**src/rtl/ttpu_pkg.sv**
```systemverilog
// Shared types and helpers for the convolution accumulator: FSM states,
// address/kernel width helpers and the saturation classifier.
package ttpu_pkg;

    typedef enum logic [1:0] {
        IDLE,
        ACCUM,
        FLUSH
    } state_e;

    typedef enum logic [1:0] {
        SAT_NONE,
        SAT_POS,
        SAT_NEG
    } sat_e;

    // Widest accumulator the classifier accepts; callers sign-extend into it.
    localparam int SAT_W = 128;

    function automatic int addr_w(input int w, input int h);
        return $clog2(w * h);
    endfunction

    function automatic int kdim_w(input int w);
        return $clog2(w);
    endfunction

    // Tells the caller whether v lies above, below or inside the signed dw-bit range.
    function automatic sat_e sat_class(input logic signed [SAT_W-1:0] v, input int dw);
        logic signed [SAT_W-1:0] hi;
        logic signed [SAT_W-1:0] lo;
        hi = (SAT_W'(1) << (dw - 1)) - SAT_W'(1);
        lo = ~hi;
        if (v > hi) return SAT_POS;
        if (v < lo) return SAT_NEG;
        return SAT_NONE;
    endfunction

endpackage

```
**src/rtl/mac_lane.sv**
```systemverilog
// One lane: registered product (S1), running accumulator (S2) and
// saturated result register (S3).
module mac_lane
    import ttpu_pkg::*;
#(
    parameter int DATA_WIDTH = 16,
    parameter int ACC_WIDTH  = 38
) (
    input  logic                         clk_i,
    input  logic                         rst_n_i,
    input  logic                         clr_i,
    input  logic                         beat_i,
    input  logic signed [DATA_WIDTH-1:0] a_i,
    input  logic signed [DATA_WIDTH-1:0] b_i,
    input  logic                         s1_vld_i,
    input  logic                         s1_first_i,
    input  logic                         s2_last_i,
    output logic        [DATA_WIDTH-1:0] data_o
);

    logic signed [2*DATA_WIDTH-1:0] prod_q, prod_d;
    logic signed [ACC_WIDTH-1:0]    acc_q, acc_d, prod_ext;
    logic        [DATA_WIDTH-1:0]   data_q, data_d;
    sat_e                           sat;

    assign prod_d   = beat_i ? ((2*DATA_WIDTH)'(a_i) * (2*DATA_WIDTH)'(b_i)) : prod_q;
    assign prod_ext = ACC_WIDTH'(prod_q);
    assign sat      = sat_class(SAT_W'(acc_q), DATA_WIDTH);

    // The first tap of a window loads the product directly, so windows abut with no bubble.
    always_comb begin
        acc_d = acc_q;
        if (clr_i)         acc_d = '0;
        else if (s1_vld_i) acc_d = s1_first_i ? prod_ext : acc_q + prod_ext;
    end

    always_comb begin
        data_d = data_q;
        if (s2_last_i) begin
            case (sat)
                SAT_POS: data_d = {1'b0, {(DATA_WIDTH-1){1'b1}}};
                SAT_NEG: data_d = {1'b1, {(DATA_WIDTH-1){1'b0}}};
                default: data_d = acc_q[DATA_WIDTH-1:0];
            endcase
        end
    end

    always_ff @(posedge clk_i or negedge rst_n_i) begin
        if (!rst_n_i) begin
            prod_q <= '0;
            acc_q  <= '0;
            data_q <= '0;
        end else begin
            prod_q <= prod_d;
            acc_q  <= acc_d;
            data_q <= data_d;
        end
    end

    assign data_o = data_q;

endmodule

```
**src/rtl/conv_accumulator.sv**
```systemverilog
// Multiply-accumulate over k*k kernel windows across NUM_UNITS lanes, writing
// one saturated NUM_UNITS-wide beat per window to scratch memory.
module conv_accumulator
    import ttpu_pkg::*;
#(
    parameter  int DATA_WIDTH   = 16,
    parameter  int IMAGE_WIDTH  = 8,
    parameter  int IMAGE_HEIGHT = 8,
    parameter  int NUM_UNITS    = 2,
    parameter  int ACC_WIDTH    = 2*DATA_WIDTH + 2*$clog2(IMAGE_WIDTH),
    localparam int ADDR_W       = addr_w(IMAGE_WIDTH, IMAGE_HEIGHT),
    localparam int KW           = kdim_w(IMAGE_WIDTH)
) (
    input  logic                                  clk_i,
    input  logic                                  rst_n_i,
    input  logic                                  start_i,
    input  logic [KW-1:0]                         kernel_dim_i,
    input  logic [ADDR_W-1:0]                     num_windows_i,
    input  logic [ADDR_W-1:0]                     base_addr_i,
    input  logic                                  en_in_1_i,
    input  logic                                  en_in_2_i,
    input  logic [NUM_UNITS-1:0][DATA_WIDTH-1:0]  in_1_i,
    input  logic [NUM_UNITS-1:0][DATA_WIDTH-1:0]  in_2_i,
    output logic                                  wr_en_o,
    output logic [NUM_UNITS-1:0][ADDR_W-1:0]      wr_addr_o,
    output logic [NUM_UNITS-1:0][DATA_WIDTH-1:0]  wr_data_o,
    output logic                                  busy_o,
    output logic                                  done_o,
    output logic                                  err_o
);

    state_e               state_q;
    logic [2*KW-1:0]      taps_q, tap_cnt_q;
    logic [ADDR_W-1:0]    nwin_q, base_q, win_cnt_q;
    logic                 busy_q, done_q, err_q;

    logic                 s1_vld_q, s1_first_q, s1_last_q, s2_last_q, wr_en_q;
    logic [ADDR_W-1:0]    s1_win_q, s2_win_q;
    logic [NUM_UNITS-1:0][ADDR_W-1:0] wr_addr_q, wr_addr_d;

    logic beat, tap_last, win_last, start_ok;

    assign beat     = (state_q == ACCUM) && en_in_1_i && en_in_2_i;
    assign tap_last = (tap_cnt_q == taps_q - (2*KW)'(1));
    assign win_last = (win_cnt_q == nwin_q - ADDR_W'(1));
    assign start_ok = (state_q == IDLE) && start_i;

    always_ff @(posedge clk_i or negedge rst_n_i) begin
        if (!rst_n_i) begin
            state_q   <= IDLE;
            taps_q    <= '0;
            tap_cnt_q <= '0;
            nwin_q    <= '0;
            base_q    <= '0;
            win_cnt_q <= '0;
            busy_q    <= 1'b0;
            done_q    <= 1'b0;
            err_q     <= 1'b0;
        end else begin
            done_q <= 1'b0;
            case (state_q)
                IDLE: begin
                    if (start_i) begin
                        taps_q    <= (2*KW)'(kernel_dim_i) * (2*KW)'(kernel_dim_i);
                        nwin_q    <= num_windows_i;
                        base_q    <= base_addr_i;
                        tap_cnt_q <= '0;
                        win_cnt_q <= '0;
                        err_q     <= (kernel_dim_i == '0);
                        if (kernel_dim_i == '0 || num_windows_i == '0) begin
                            done_q <= 1'b1;
                        end else begin
                            state_q <= ACCUM;
                            busy_q  <= 1'b1;
                        end
                    end
                end
                ACCUM: begin
                    if (en_in_1_i ^ en_in_2_i) err_q <= 1'b1;
                    if (beat) begin
                        if (tap_last) begin
                            tap_cnt_q <= '0;
                            win_cnt_q <= win_cnt_q + ADDR_W'(1);
                            if (win_last) state_q <= FLUSH;
                        end else begin
                            tap_cnt_q <= tap_cnt_q + (2*KW)'(1);
                        end
                    end
                end
                FLUSH: begin
                    // Earlier windows may still be writing; finish on the last write only.
                    if (wr_en_q && !s2_last_q && !s1_vld_q) begin
                        state_q <= IDLE;
                        busy_q  <= 1'b0;
                        done_q  <= 1'b1;
                    end
                end
                default: state_q <= IDLE;
            endcase
        end
    end

    always_comb begin
        wr_addr_d = '0;
        for (int i = 0; i < NUM_UNITS; i++)
            wr_addr_d[i] = base_q + s2_win_q * ADDR_W'(NUM_UNITS) + ADDR_W'(i);
    end

    always_ff @(posedge clk_i or negedge rst_n_i) begin
        if (!rst_n_i) begin
            s1_vld_q   <= 1'b0;
            s1_first_q <= 1'b0;
            s1_last_q  <= 1'b0;
            s1_win_q   <= '0;
            s2_last_q  <= 1'b0;
            s2_win_q   <= '0;
            wr_en_q    <= 1'b0;
            wr_addr_q  <= '0;
        end else begin
            s1_vld_q   <= beat;
            s1_first_q <= (tap_cnt_q == '0);
            s1_last_q  <= tap_last;
            s1_win_q   <= win_cnt_q;
            s2_last_q  <= s1_vld_q && s1_last_q;
            s2_win_q   <= s1_win_q;
            wr_en_q    <= s2_last_q;
            if (s2_last_q) wr_addr_q <= wr_addr_d;
        end
    end

    for (genvar i = 0; i < NUM_UNITS; i++) begin : g_lane
        mac_lane #(
            .DATA_WIDTH (DATA_WIDTH),
            .ACC_WIDTH  (ACC_WIDTH)
        ) u_lane (
            .clk_i      (clk_i),
            .rst_n_i    (rst_n_i),
            .clr_i      (start_ok),
            .beat_i     (beat),
            .a_i        (in_1_i[i]),
            .b_i        (in_2_i[i]),
            .s1_vld_i   (s1_vld_q),
            .s1_first_i (s1_first_q),
            .s2_last_i  (s2_last_q),
            .data_o     (wr_data_o[i])
        );
    end

    assign wr_en_o   = wr_en_q;
    assign wr_addr_o = wr_addr_q;
    assign busy_o    = busy_q;
    assign done_o    = done_q;
    assign err_o     = err_q;

endmodule

```
**config.mk**
```make
export PLATFORM = sky130hd
export DESIGN_NAME = conv_accumulator
export DESIGN_NICKNAME = d
export VERILOG_FILES = /design/src/rtl/ttpu_pkg.sv /design/src/rtl/mac_lane.sv /design/src/rtl/conv_accumulator.sv
export SDC_FILE = /design/constraint.sdc
export NUM_CORES = 2
export LEC_CHECK = 0
export BUFFER_PORTS_ARGS = -buffer_cell sky130_fd_sc_hd__buf_4
export CORE_MARGIN = 3
export CORE_UTILIZATION = 45
export DETAILED_ROUTE_END_ITERATION = 6
export PLACE_DENSITY = 0.57
export SLEW_MARGIN = 20
export SYNTH_ARGS = -nofsm -noshare
export SYNTH_HDL_FRONTEND = slang
export SYNTH_HIERARCHICAL = 1
export SYNTH_SLANG_ARGS = --single-unit
```
**constraint.sdc**
```tcl
create_clock -name clk_i -period 3.1 [get_ports clk_i]
set_input_delay 0.62 -clock clk_i [delete_from_list [all_inputs] [get_ports clk_i]]
set_output_delay 0.62 -clock clk_i [all_outputs]
set_load 0.01 [all_outputs]
```
**Word-level counts from Yosys, hierarchy flattened**

Index checks and enable logic that the tools add are counted.

- Output and inout bits: 48
- Register bits after elaboration: 234
- Input bits: 84

- Equality and inequality tests: 15
- Muxes and demuxes: 47
- $add $sub $neg: 8
- Bitwise operators: 1
- Order comparisons: 4
- Reduce and logical (&&, ||, !) cells: 22
- Multipliers: 3

Operators with widths:

| kind | count |
|---|---|
| 38-bit two-way mux | 6 |
| 38-bit by 32-bit adder with 38-bit output | 2 |
| 38-bit by 16-bit > comparator with 1-bit output (second input constant) | 2 |
| 38-bit by 16-bit < comparator with 1-bit output (second input constant) | 2 |
| 16-bit by 16-bit multiplier with 32-bit output | 2 |
| 16-bit case mux with 2 select lines | 2 |
| 6-bit two-way mux | 5 |
| 2-bit two-way mux | 14 |
| 6-bit case mux with 2 select lines | 2 |
| 6-bit by 1-bit adder with 6-bit output (second input constant) | 3 |
| 1-bit two-way mux | 14 |
| 6-bit equality test | 2 |
| 6-bit logical NOT | 2 |
| 2-bit inequality test (second input constant) | 6 |
| 6-bit by 1-bit subtractor with 6-bit output (second input constant) | 2 |
| 4-bit AND reduction | 2 |
| 6-bit adder | 1 |
| 2-bit by 1-bit equality test with 1-bit output (second input constant) | 3 |
| 2-bit equality test (second input constant) | 3 |
| 1-bit logical AND | 6 |
| 3-bit by 3-bit multiplier with 6-bit output | 1 |
| 1-bit case mux with 2 select lines | 3 |
| 2-bit case mux with 3 select lines | 1 |
| 3-bit AND reduction | 2 |
| other kinds (9) | 12 |

**Longest topological paths before layout**

- Depth after elaboration: 7
- Mapped depth: 26

**Hierarchy**

Netlist, hierarchy kept.

By module, submodules not included:

| module | instances | sequential area each (um2) | area each (um2) | cells each |
|---|---|---|---|---|
| mac_lane at g_lane[0].u_lane | 1 | 2152.1 | 15468.6 | 1724 |
| mac_lane at g_lane[1].u_lane | 1 | 2152.1 | 15233.4 | 1670 |
| conv_accumulator | 1 | 1526.5 | 3001.6 | 292 |

**Least setup slack after synthesis**

No wires, ideal clock.

- Kind: input-to-reg
- Start: in in_2_i[1] (netlist name)
- End: reg g_lane[0].u_lane.prod_q[29]
- Data arrival time: 6587 ps
- Path slack: -3612 ps
- Stages on the path: 23
- Path buffers: 1
- Required time: 2975 ps
- Cells stage by stage: clkbuf_1 > nand2_1 > inv_1 > fa_1 > inv_1 > fa_1 > inv_1 > fa_1 > fa_1 > fa_1 > inv_1 > fa_1 > inv_1 > ha_1 > a21o_1 > a21o_1 > a221o_1 > a21oi_1 > o21a_1 > o31a_1 > o21ai_2 > xnor2_1 > mux2_2

- Cells in the longest elaborated chain, start to end: 1

Ends and longest elaborated chain:

| item | RTL line | RTL |
|---|---|---|
| start: declaration | conv_accumulator.sv:23 | `input logic [NUM_UNITS-1:0][DATA_WIDTH-1:0] in_2_i,` |
| 16-bit by 16-bit multiplier with 32-bit output | mac_lane.sv:26 | `assign prod_d = beat_i ? ((2*DATA_WIDTH)'(a_i) * (2*DATA_WIDTH)'(b_i)) : prod_q;` |
| end signal: assignment | mac_lane.sv:54 | `prod_q <= prod_d;` |
| end: declaration | mac_lane.sv:21 | `logic signed [2*DATA_WIDTH-1:0] prod_q, prod_d;` |

No other way between the ends.
A chain may end at the register's enable or synchronous reset.

**Worst setup path after layout**

- Start: in in_1_i[21] (netlist name)
- End: reg g_lane[1].u_lane.prod_q[31]

- Cells in the longest elaborated chain, start to end: 1

Ends and longest elaborated chain:

| item | RTL line | RTL |
|---|---|---|
| start: declaration | conv_accumulator.sv:22 | `input logic [NUM_UNITS-1:0][DATA_WIDTH-1:0] in_1_i,` |
| 16-bit by 16-bit multiplier with 32-bit output | mac_lane.sv:26 |  |
| end signal: assignment | mac_lane.sv:54 |  |
| end: declaration | mac_lane.sv:21 |  |

No other way between the ends.

==> results.txt <==
Detail Placement HPWL: 71000 um
Maxcap violations: 0
Netlist Area Pre-Place: 33700 um2
Remaining antenna violation count: 0
# hold bufs at CTS: 0
Clock Sinks: 233
CTS HTree Levels: 1
Die Ht: 280 um
Rows: 99
Total core area: 73600 um2
Sequential element share of the synthesized area: 17.3%
Hold Crit Class: in2async
Pre-CTS setup slack: -3.29 ns
Post-DR vias/cell: 5.14
Clk pin slew, worst setup/hold paths: 0.06 ns
Synth Area per Inst: 9.14 um2
Drt wl/cell: 17.0 um
Max-slew violations: 0
Die width: 280 um
WP data required: 3.54 ns
Initial Utilization: 45.8%
Die ar.: 78200 um2
CTS tree: done
Critical path type: in2reg
Vias in the first global route: 27.5k
Routability cong.: 0.880
Port Buffers: 131
Global Route Usage Sum: 22.8%
I/O pins: 132
Vias: 26.5k
Residual DRC count: 0
CP Launch Type: input pin
TritonRoute pass-1 iters: 5
Largest net degree at the start of global routing: 90
Critical-path cell list: buf_12, and2_4, fa_1, inv_1, fa_1, fa_1, fa_1, inv_1, fa_1, fa_2, ha_4, a21o_1, a21o_1, a21o_1, a221o_1, a211oi_4, o41ai_4, a21o_1, a21oi_2, xnor2_1, a21oi_1
Arrival time at the worst endpoint: 6.15 ns
Grt ovf: 0
Buf/Inv on CP: 3
Layout Nets: 5035
Worst Setup Slack, final: -2.61 ns
Ys Warns: 6
Synth Flop Type: dfrtp_1
Net count after synthesis: 4546
DRT Wirelength: 87400 um
Final Critical Period: 5.71 ns
Most frequent cells in the layout: inv_1 (613), fa_1 (499), buf_4 (467), nand2_1 (406), dfrtp_1 (230)
Hold Vio Cnt, Final: 0
Layout cells sized above 1: 26.0%
Global-route wire length before repair: 146000 um
Synth cell types: 91
Fin crit share: 184%
CP max FO: 6
Run status: finished, violations left
CTS root buf: clkbuf_16
Slowest CP cell: fa_2
Slowest stage delay, CP: 0.59 ns
RSZ-0062 raised after global routing: true
Area delta synth->final: 26.7%
Top delay family on crit path: adder cells
Worst slew pin tran: 0.728 ns
Worst path most repeated cell: fa_1
CP endpoint kind: flop
Slew HR: 51.5%
Commonest non-fill, non-tap cell in the layout: inv_1
First-iteration detailed-routing DRC count: 1443
Initial antenna violation count: 1
Post-synthesis cell count: 3686
Achievable clock frequency: 0.175 GHz
Worst Clk Skew: 0.0243 ns
Latest clock arrival within the worst-skew pair: 0.57 ns
Clock tree buffer depth: 3
EDFF count, synth: 0
Setup-failing EPs final: 53
Violated checks: negative setup slack
Flops & latches, synth: 233
Async S/R FF share, synth: 100%
Num CTS Buffers: 28
flip-flops by register name, summed over array words and instances, names as in the netlist, 2 cells and up:
signal / flops
nwin_q: 6
g_lane.u_lane/data_o: 32
base_q: 6
s2_win_q: 5
win_cnt_q: 6
state_q: 2
g_lane.u_lane/acc_q: 76
taps_q: 5
tap_cnt_q: 6
wr_addr_o: 12
s1_win_q: 5
g_lane.u_lane/prod_q: 64
metrics by stage:
step	setup TNS [ns]	area, um2	cells	util, %	hold slack [ns]
floorplan	-115.43	35000	3686	-	0.324
global placement	-139.88	39500	5054	53.7	0.337
detailed placement	-141.36	39500	5054	53.7	0.337
CTS	-102.86	41800	5135	56.8	0.0698
global route	-114.66	42700	5156	58.0	0.0799
finish	-107.57	42700	5157	58.0	0.0246
worst reg2reg max path, cell delays in order, from the launching register on:
cell and delay (ns):
dfrtp_1 0.43, ha_1 0.41, nand4_1 0.20, nor4b_2 0.37, a31oi_1 0.12, a21oi_1 0.40, o2111ai_1 0.25, a31oi_1 0.34
a31oi_1 0.16, o21ai_1 0.10, nand3_1 0.08
layout make-up:
cell class | count | area [um2]
clock buffer | 35 | 767
tap | 959 | 1200
multi-input combinational | 2644 | 26900
clock inverter | 17 | 279
inverter | 680 | 2560
timing repair buffer | 588 | 5180
fill | 6510 | 30900
antenna | 1 | 2.50
sequential | 233 | 5840
kinds of logic after synthesis:
| family | Yosys count | share of synthesized area (%) |
|---|---|---|
| multiplexers | 72 | 2.36 |
| AND/OR/NAND/NOR | 1075 | 15.6 |
| AO/OA/AOI/OAI | 577 | 11.4 |
| flip-flops | 233 | 17.3 |
| adder cells (fa/ha/maj) | 776 | 40.5 |
| buffers and inverters | 809 | 9.02 |
| XOR/XNOR | 144 | 3.81 |
Yosys cell counts (all sizes together), types with 33 or more instances:
library cell	instances	area (um2)
inv	678	2540
fa	527	10600
nand2	425	1600
and2	249	1560
ha	249	3120
dfrtp	233	5830
nor2	184	691
a21oi	146	742
o21ai	125	641
clkbuf	121	457
xnor2	102	901
mux2	60	676
a21o	54	405
xor2	41	359
o211ai	40	310
a211oi	35	278
nor3	33	170
final timing paths:
check | startpoint | slack, ns | depth (start not counted) | end
min reg2reg | s1_win_q[1]$_DFF_PN0_ | 0.35 | 0 | s2_win_q[1]$_DFF_PN0_
min in group clk_i | base_addr_i[5] | 0.23 | 3 | base_q[5]$_DFFE_PN0P_
min | rst_n_i | 0.02 | 1 | g_lane[0].u_lane/data_o[5]$_DFFE_PN0P_
max reg2reg | g_lane[0].u_lane/acc_q[20]$_DFFE_PN0P_ | 0.13 | 10 | g_lane[0].u_lane/acc_q[37]$_DFFE_PN0P_
max in group asynchronous | rst_n_i | 2.14 | 2 | g_lane[0].u_lane/acc_q[29]$_DFFE_PN0P_
max | in_1_i[21] | -2.61 | 21 | g_lane[1].u_lane/prod_q[31]$_DFFE_PN0P_
repair_timing:
| action | CTS | global route |
|---|---|---|
| pin swaps | 163 | 116 |
| endpoints found under the hold margin | 0 | 0 |
| setup endpoints to repair | 54 | 72 |
| setup buffers | 32 | 21 |
| gates resized for setup | 259 | 151 |
| gates cloned | 0 | 3 |
metal layers:
| layer | vias up | share of wire (%) | track usage (%) |
|---|---|---|---|
| met5 | - | 0 | 0 |
| met4 | 0 | 1.5 | 3.85 |
| met3 | 75 | 4.3 | 1.75 |
| met2 | 514 | 44 | 35.9 |
| met1 | 13200 | 50 | 35.2 |
| li1 | 12800 | - | - |
Power is not shown: default switching activity piles up to over one toggle a cycle in this logic, so the estimate is an artifact.
